### src/rtl/vxe_cu_vpu_cmd_arb.sv
// vxe_cu_vpu_cmd_arb
// Round-robin arbiter with burst locking that shares one VPU command bus
// among NREQ sel/ack command masters.
//
// Optional feature macro: VXE_CU_VPU_ARB_PRIO_EN
//   defined   : requester 0 has absolute priority in every pick and is never
//               rotated away by the burst limit.
//   undefined : pure round-robin.
//
// Ports:
//   clk, rst          clock; synchronous active-high reset
//   i_req_sel[NREQ]   per-requester command select
//   i_req_op/th/pl    per-requester opcode (5b), thread mask (3b), payload (48b)
//   o_req_ack[NREQ]   bus ack routed to the grantee only
//   o_vpu_cmd_sel     VPU bus select
//   i_vpu_cmd_ack     VPU bus ack
//   o_vpu_cmd_op/th/pl muxed command fields (zero when idle)
//   o_grant[NREQ]     one-hot grant, zero when idle
//   o_busy            GRANT state or any request pending
//
// State   | meaning
// IDLE    | no grantee; wait for any sel
// GRANT   | gidx owns the bus; bcnt counts acks in the current burst

module vxe_cu_vpu_cmd_arb #(
    parameter int NREQ      = 2,
    parameter int MAX_BURST = 8
) (
    input  logic                 clk,
    input  logic                 rst,
    input  logic [NREQ-1:0]      i_req_sel,
    input  logic [5*NREQ-1:0]    i_req_op,
    input  logic [3*NREQ-1:0]    i_req_th,
    input  logic [48*NREQ-1:0]   i_req_pl,
    output logic [NREQ-1:0]      o_req_ack,
    output logic                 o_vpu_cmd_sel,
    input  logic                 i_vpu_cmd_ack,
    output logic [4:0]           o_vpu_cmd_op,
    output logic [2:0]           o_vpu_cmd_th,
    output logic [47:0]          o_vpu_cmd_pl,
    output logic [NREQ-1:0]      o_grant,
    output logic                 o_busy
);

    localparam int GW = (NREQ > 1) ? $clog2(NREQ) : 1;

    typedef enum logic {
        IDLE  = 1'b0,
        GRANT = 1'b1
    } state_t;

    state_t          state_q, state_d;
    logic [GW-1:0]   gidx_q, gidx_d;
    logic [GW-1:0]   rrp_q, rrp_d;
    logic [7:0]      bcnt_q, bcnt_d;

    logic [NREQ-1:0] gmask;
    logic [NREQ-1:0] others;
    logic            gsel;
    logic            bus_sel;
    logic            bus_ack;
    logic            at_limit;
    logic            rotate_ok;

    function automatic logic [GW-1:0] inc_idx(input logic [GW-1:0] i);
        if (int'(i) == NREQ - 1)
            return '0;
        else
            return i + 1'b1;
    endfunction

    // Scan downward so the lowest offset from start wins.
    function automatic logic [GW-1:0] rr_pick(input logic [NREQ-1:0] req,
                                              input logic [GW-1:0]   start);
        logic [GW-1:0] res;
        int            idx;
        res = start;
        for (int off = NREQ - 1; off >= 0; off--) begin
            idx = (int'(start) + off) % NREQ;
            if (req[idx])
                res = GW'(idx);
        end
`ifdef VXE_CU_VPU_ARB_PRIO_EN
        if (req[0])
            res = '0;
`endif
        return res;
    endfunction

    always_comb begin
        gmask         = '0;
        gmask[gidx_q] = 1'b1;
        others        = i_req_sel & ~gmask;
        gsel          = i_req_sel[gidx_q];
        bus_sel       = (state_q == GRANT) && gsel;
        bus_ack       = bus_sel && i_vpu_cmd_ack;
        at_limit      = ({1'b0, bcnt_q} + 9'd1) == 9'(MAX_BURST);
`ifdef VXE_CU_VPU_ARB_PRIO_EN
        rotate_ok     = (gidx_q != '0);
`else
        rotate_ok     = 1'b1;
`endif
    end

    always_comb begin
        state_d = state_q;
        gidx_d  = gidx_q;
        bcnt_d  = bcnt_q;
        rrp_d   = rrp_q;
        case (state_q)
            IDLE: begin
                if (|i_req_sel) begin
                    state_d = GRANT;
                    gidx_d  = rr_pick(i_req_sel, rrp_q);
                    bcnt_d  = '0;
                end
            end
            GRANT: begin
                if (!gsel) begin
                    rrp_d  = inc_idx(gidx_q);
                    bcnt_d = '0;
                    if (|others)
                        gidx_d = rr_pick(others, inc_idx(gidx_q));
                    else
                        state_d = IDLE;
                end else if (bus_ack && at_limit && rotate_ok && (|others)) begin
                    // The final ack consumed the old grantee's command, so
                    // switching now loses nothing and adds no bubble.
                    rrp_d  = inc_idx(gidx_q);
                    gidx_d = rr_pick(others, inc_idx(gidx_q));
                    bcnt_d = '0;
                end else if (bus_ack) begin
                    if ({1'b0, bcnt_q} < 9'(MAX_BURST))
                        bcnt_d = bcnt_q + 8'd1;
                end
            end
            default: state_d = IDLE;
        endcase
    end

    always_ff @(posedge clk) begin
        if (rst) begin
            state_q <= IDLE;
            gidx_q  <= '0;
            bcnt_q  <= '0;
            rrp_q   <= '0;
        end else begin
            state_q <= state_d;
            gidx_q  <= gidx_d;
            bcnt_q  <= bcnt_d;
            rrp_q   <= rrp_d;
        end
    end

    always_comb begin
        o_vpu_cmd_sel = bus_sel;
        o_req_ack     = bus_ack ? gmask : '0;
        o_grant       = (state_q == GRANT) ? gmask : '0;
        o_busy        = (state_q == GRANT) || (|i_req_sel);
        o_vpu_cmd_op  = '0;
        o_vpu_cmd_th  = '0;
        o_vpu_cmd_pl  = '0;
        if (state_q == GRANT) begin
            o_vpu_cmd_op = i_req_op[int'(gidx_q) * 5 +: 5];
            o_vpu_cmd_th = i_req_th[int'(gidx_q) * 3 +: 3];
            o_vpu_cmd_pl = i_req_pl[int'(gidx_q) * 48 +: 48];
        end
    end

endmodule

### config.mk
export PLATFORM = sky130hd
export DESIGN_NAME = vxe_cu_vpu_cmd_arb
export DESIGN_NICKNAME = d
export VERILOG_FILES = /design/src/rtl/vxe_cu_vpu_cmd_arb.sv
export SDC_FILE = /design/constraint.sdc
export NUM_CORES = 1
export LEC_CHECK = 0
export ABC_AREA = 1
export CORE_UTILIZATION = 27
export DETAILED_ROUTE_END_ITERATION = 16
export PLACE_DENSITY = 0.87
export SLEW_MARGIN = 20
export SYNTH_ARGS = -nofsm -noshare
export SYNTH_HDL_FRONTEND = slang
export SYNTH_SLANG_ARGS = --single-unit
export TNS_END_PERCENT = 50
### constraint.sdc
create_clock -name clk -period 3.6 [get_ports clk]
set_clock_uncertainty 0.05 [all_clocks]
set_input_delay 0.54 -clock clk [delete_from_list [all_inputs] [get_ports clk]]
set_output_delay 0.54 -clock clk [all_outputs]
set_load 0.005 [all_outputs]
==> results.py <==
metrics = {
    "floorplan": {
        "io_pins": 179,
        "row_count": 25,
        "die_w_um": 72.3,
        "start_util": 0.281,
        "core-area_mm2": 0.00475,
        "die_h_um": 72.3,
        "dieArea_mm2": 0.00523,
    },
    "hold_path": {
        "hold_depth": 2,
        "hold_class": "register to register",
        "worstHoldEndpoint": "bcnt_q[7]",
        "hp-start": "bcnt_q[7]",
    },
    "clocking": {
        "cts.sinks": 11,
        "cts_buffer_depth": 2,
        "cts_resized": 0,
        "htreeDepth": 1,
        "clk_pin_slew_ns": 0.05,
        "clockRootBuffer": "clkbuf_8",
        "cts_hold_buffers": 0,
        "cts_made_buffers": 3,
        "clk_latency_ns": 0.23,
        "cts_setup_buffers": 0,
        "cts_tree": "built",
    },
    "placed_design": {
        "dpl.cell_count": 430,
        "io_buffers": 178,
        "hpwl_mm": 6.25,
        "place_congestion": 0.892,
    },
    "yosys": {
        "ys_ff_latch": 11,
        "syn_area_per_cell_um2": 6.85,
        "synthCells": 195,
        "synthFlopType": "dfxtp_1",
        "yosysWarnings": 0,
        "synth-async-reset-ratio": 0,
        "seq_area_frac_synth": 0.165,
        "syn_nets": 313,
        "synth_cell_types": 20,
        "synth-edff-count": 0,
        "syn_area_mm2": 0.00134,
    },
    "power_and_ir_drop": {
        "power_density_mw_per_mm2": 206,
        "ir_drop_mv": 0.241,
        "leakagePower_nw": 1.31,
    },
    "routing": {
        "drc_errors": 0,
        "routedWlPerCell_um": 17.8,
        "first_pass_iters": 4,
        "drt-initial-drc-count": 131,
        "ant_nets": 0,
        "via_per_inst": 5.04,
        "num_vias": 2186,
        "finalWirelength_mm": 7.71,
    },
    "run": {
        "drv_cap": 0,
    },
    "critical_path": {
        "cp.buffers_inverters": 3,
        "required_ns": 3.01,
        "path_cells": "inv_1 -> nor2_4 -> buf_4 -> a22o_1 -> clkdlybuf4s50_1",
        "reg2reg_from": "bcnt_q[1]",
        "r2r_slack_ns": 1.78,
        "r2r-end": "bcnt_q[2]",
        "crit_slowest_cell": "clkdlybuf4s50_1",
        "critPathLaunchType": "register",
        "cp_slowest_stage_delay_ns": 0.52,
        "path_delay_family": "buffers and inverters",
        "worstSetupEndpointType": "output pin",
        "worst-path-max-fanout": 57,
        "reg2reg_depth": 10,
        "critPathKind": "register to output pin",
        "cp_data_arrival_time_ns": 2.24,
    },
    "run_status": {
        "status": "completed",
    },
    "timing": {
        "setup_viol": 0,
        "max-slew-margin-rel": 0.623,
        "final.setup.tns_ns": 0,
        "fin_crit_sh": 0.786,
        "rsz0062_at_grt": "no",
        "max_freq_mhz": 353,
        "final-hold-violation-count": 0,
        "hold_ws_ns": 0.460,
        "slew_violations": 0,
        "period_needed_ns": 2.83,
        "tightest_slew_ns": 0.565,
    },
    "finish": {
        "final_layout_size_suffix_gt1_frac": 0.0572,
        "nNetsFinal": 486,
        "n_fill_cell": 423,
        "area_growth_pct": 141,
        "antenna_cells": 0,
        "final_cells": 434,
    },
    "global_route": {
        "grt_max_degree": 58,
        "antenna_found_initial": 0,
        "grt_pass1_vias": 2035,
        "grt_overflow": 0,
        "grt_pass1_wl_mm": 10.5,
        "grt_usage": 0.266,
    },
}
-- how the worst max path moves through the flow --
| stage | slack, ns | start | cells after the start | to |
|---|---|---|---|---|
| final | 0.77 | state_q | 5 | o_vpu_cmd_pl[46] |
| after global routing | 0.67 | state_q | 5 | o_vpu_cmd_pl[46] |
| after CTS | 0.78 | state_q | 5 | o_vpu_cmd_pl[44] |
| after detailed placement | 0.89 | i_req_sel[1] | 6 | o_vpu_cmd_sel |
| after global placement | 0.92 | i_req_sel[1] | 6 | o_vpu_cmd_sel |
| after floorplan | 1.84 | state_q | 5 | o_vpu_cmd_pl[10] |
-- cells in the final DEF (no fill, tap or decap) --
| cell type | instances |
|---|---|
| clkdlybuf4s50_1 | 178 |
| a22o_1 | 56 |
| nand2_1 | 30 |
| inv_1 | 18 |
| nand3_1 | 16 |
| nor2_1 | 15 |
| dfxtp_1 | 11 |
| a21oi_1 | 8 |
| nor3_1 | 7 |
| nand2_2 | 4 |
| nor2_4 | 4 |
| inv_2 | 3 |
| nand3_4 | 3 |
| clkbuf_8 | 3 |
| nor2_2 | 2 |
| o21ai_0 | 2 |
| buf_4 | 2 |
| o21bai_1 | 1 |
| o21ai_1 | 1 |
| clkinv_1 | 1 |
| ha_1 | 1 |
| clkbuf_1 | 1 |
-- metrics by stage --
stage	util	setup WS [ns]	instance area (um^2)	power, mW
after floorplan	-	1.84	1340	0.267
after global placement	0.666	0.920	3170	0.539
after detailed placement	0.666	0.886	3170	0.542
after CTS	0.676	0.785	3210	0.666
after global routing	0.676	0.668	3210	0.696
final	0.676	0.770	3210	0.663
-- per-layer routing --
| metal | vias up | GRT usage | wire length (um) |
|---|---|---|---|
| li1 | 1049 | - | - |
| met1 | 1000 | 0.280 | 2670 |
| met2 | 119 | 0.509 | 4140 |
| met3 | 18 | 0.0444 | 614 |
| met4 | 0 | 0.126 | 284 |
| met5 | - | 0 | 0 |
-- tightest hold or removal path, cell delays in order (launching register included) --
cell	delay (ns)
dfxtp_1	0.31
inv_1	0.09
nor3_1	0.06
-- power by group --
part	switching [mW]	leakage (nW)	internal [mW]	total [mW]
combinational	0.142	1.20	0.262	0.404
clock	0.0422	0.0228	0.0774	0.120
sequential	0.0107	0.0900	0.129	0.140
total	0.195	1.31	0.468	0.663
-- synthesized netlist by cell type, types with 2 or more instances --
cell      number  share of area
clkbuf_1       4          0.011
nand3_4        3          0.039
dfxtp_1       11           0.16
nor3_1         7          0.026
o21ai_0        2         0.0075
nor2_1        16          0.045
nor2_2         2         0.0094
inv_2          3         0.0084
nand3_1       16          0.060
nand2_2        4          0.019
nand2_1       30          0.084
a21oi_1        8          0.030
buf_2          8          0.030
nor2_4         3          0.025
inv_1         18          0.051
a22o_1        56           0.37
-- kinds of logic (layout without fill, tap and decap cells) --
kind of cell               count (synthesis)  count (layout)  share of synthesized area
DFF                                       11              11                      0.165
AOI/OAI and AO/OA                         68              68                      0.414
and+or+nand+nor                           81              81                      0.308
buffers and inverters                     34             206                      0.103
adders and majority gates                  1               1                    0.00937
-- flip-flops by register name, indices dropped and copies added, names as in the netlist --
name and flops:
bcnt_q 8, rrp_q 1, state_q 1, gidx_q 1
-- cell type report --
| cell class | count | area, um^2 | area share |
|---|---|---|---|
| tap | 67 | 83.8 | 0.0261 |
| sequential | 11 | 220 | 0.0685 |
| clock buffer | 4 | 45.0 | 0.0140 |
| inverter | 22 | 82.6 | 0.0257 |
| timing repair buffer | 180 | 1800 | 0.559 |
| multi-input combinational | 150 | 985 | 0.306 |
Note: power is estimated with default switching activity, not from simulation.
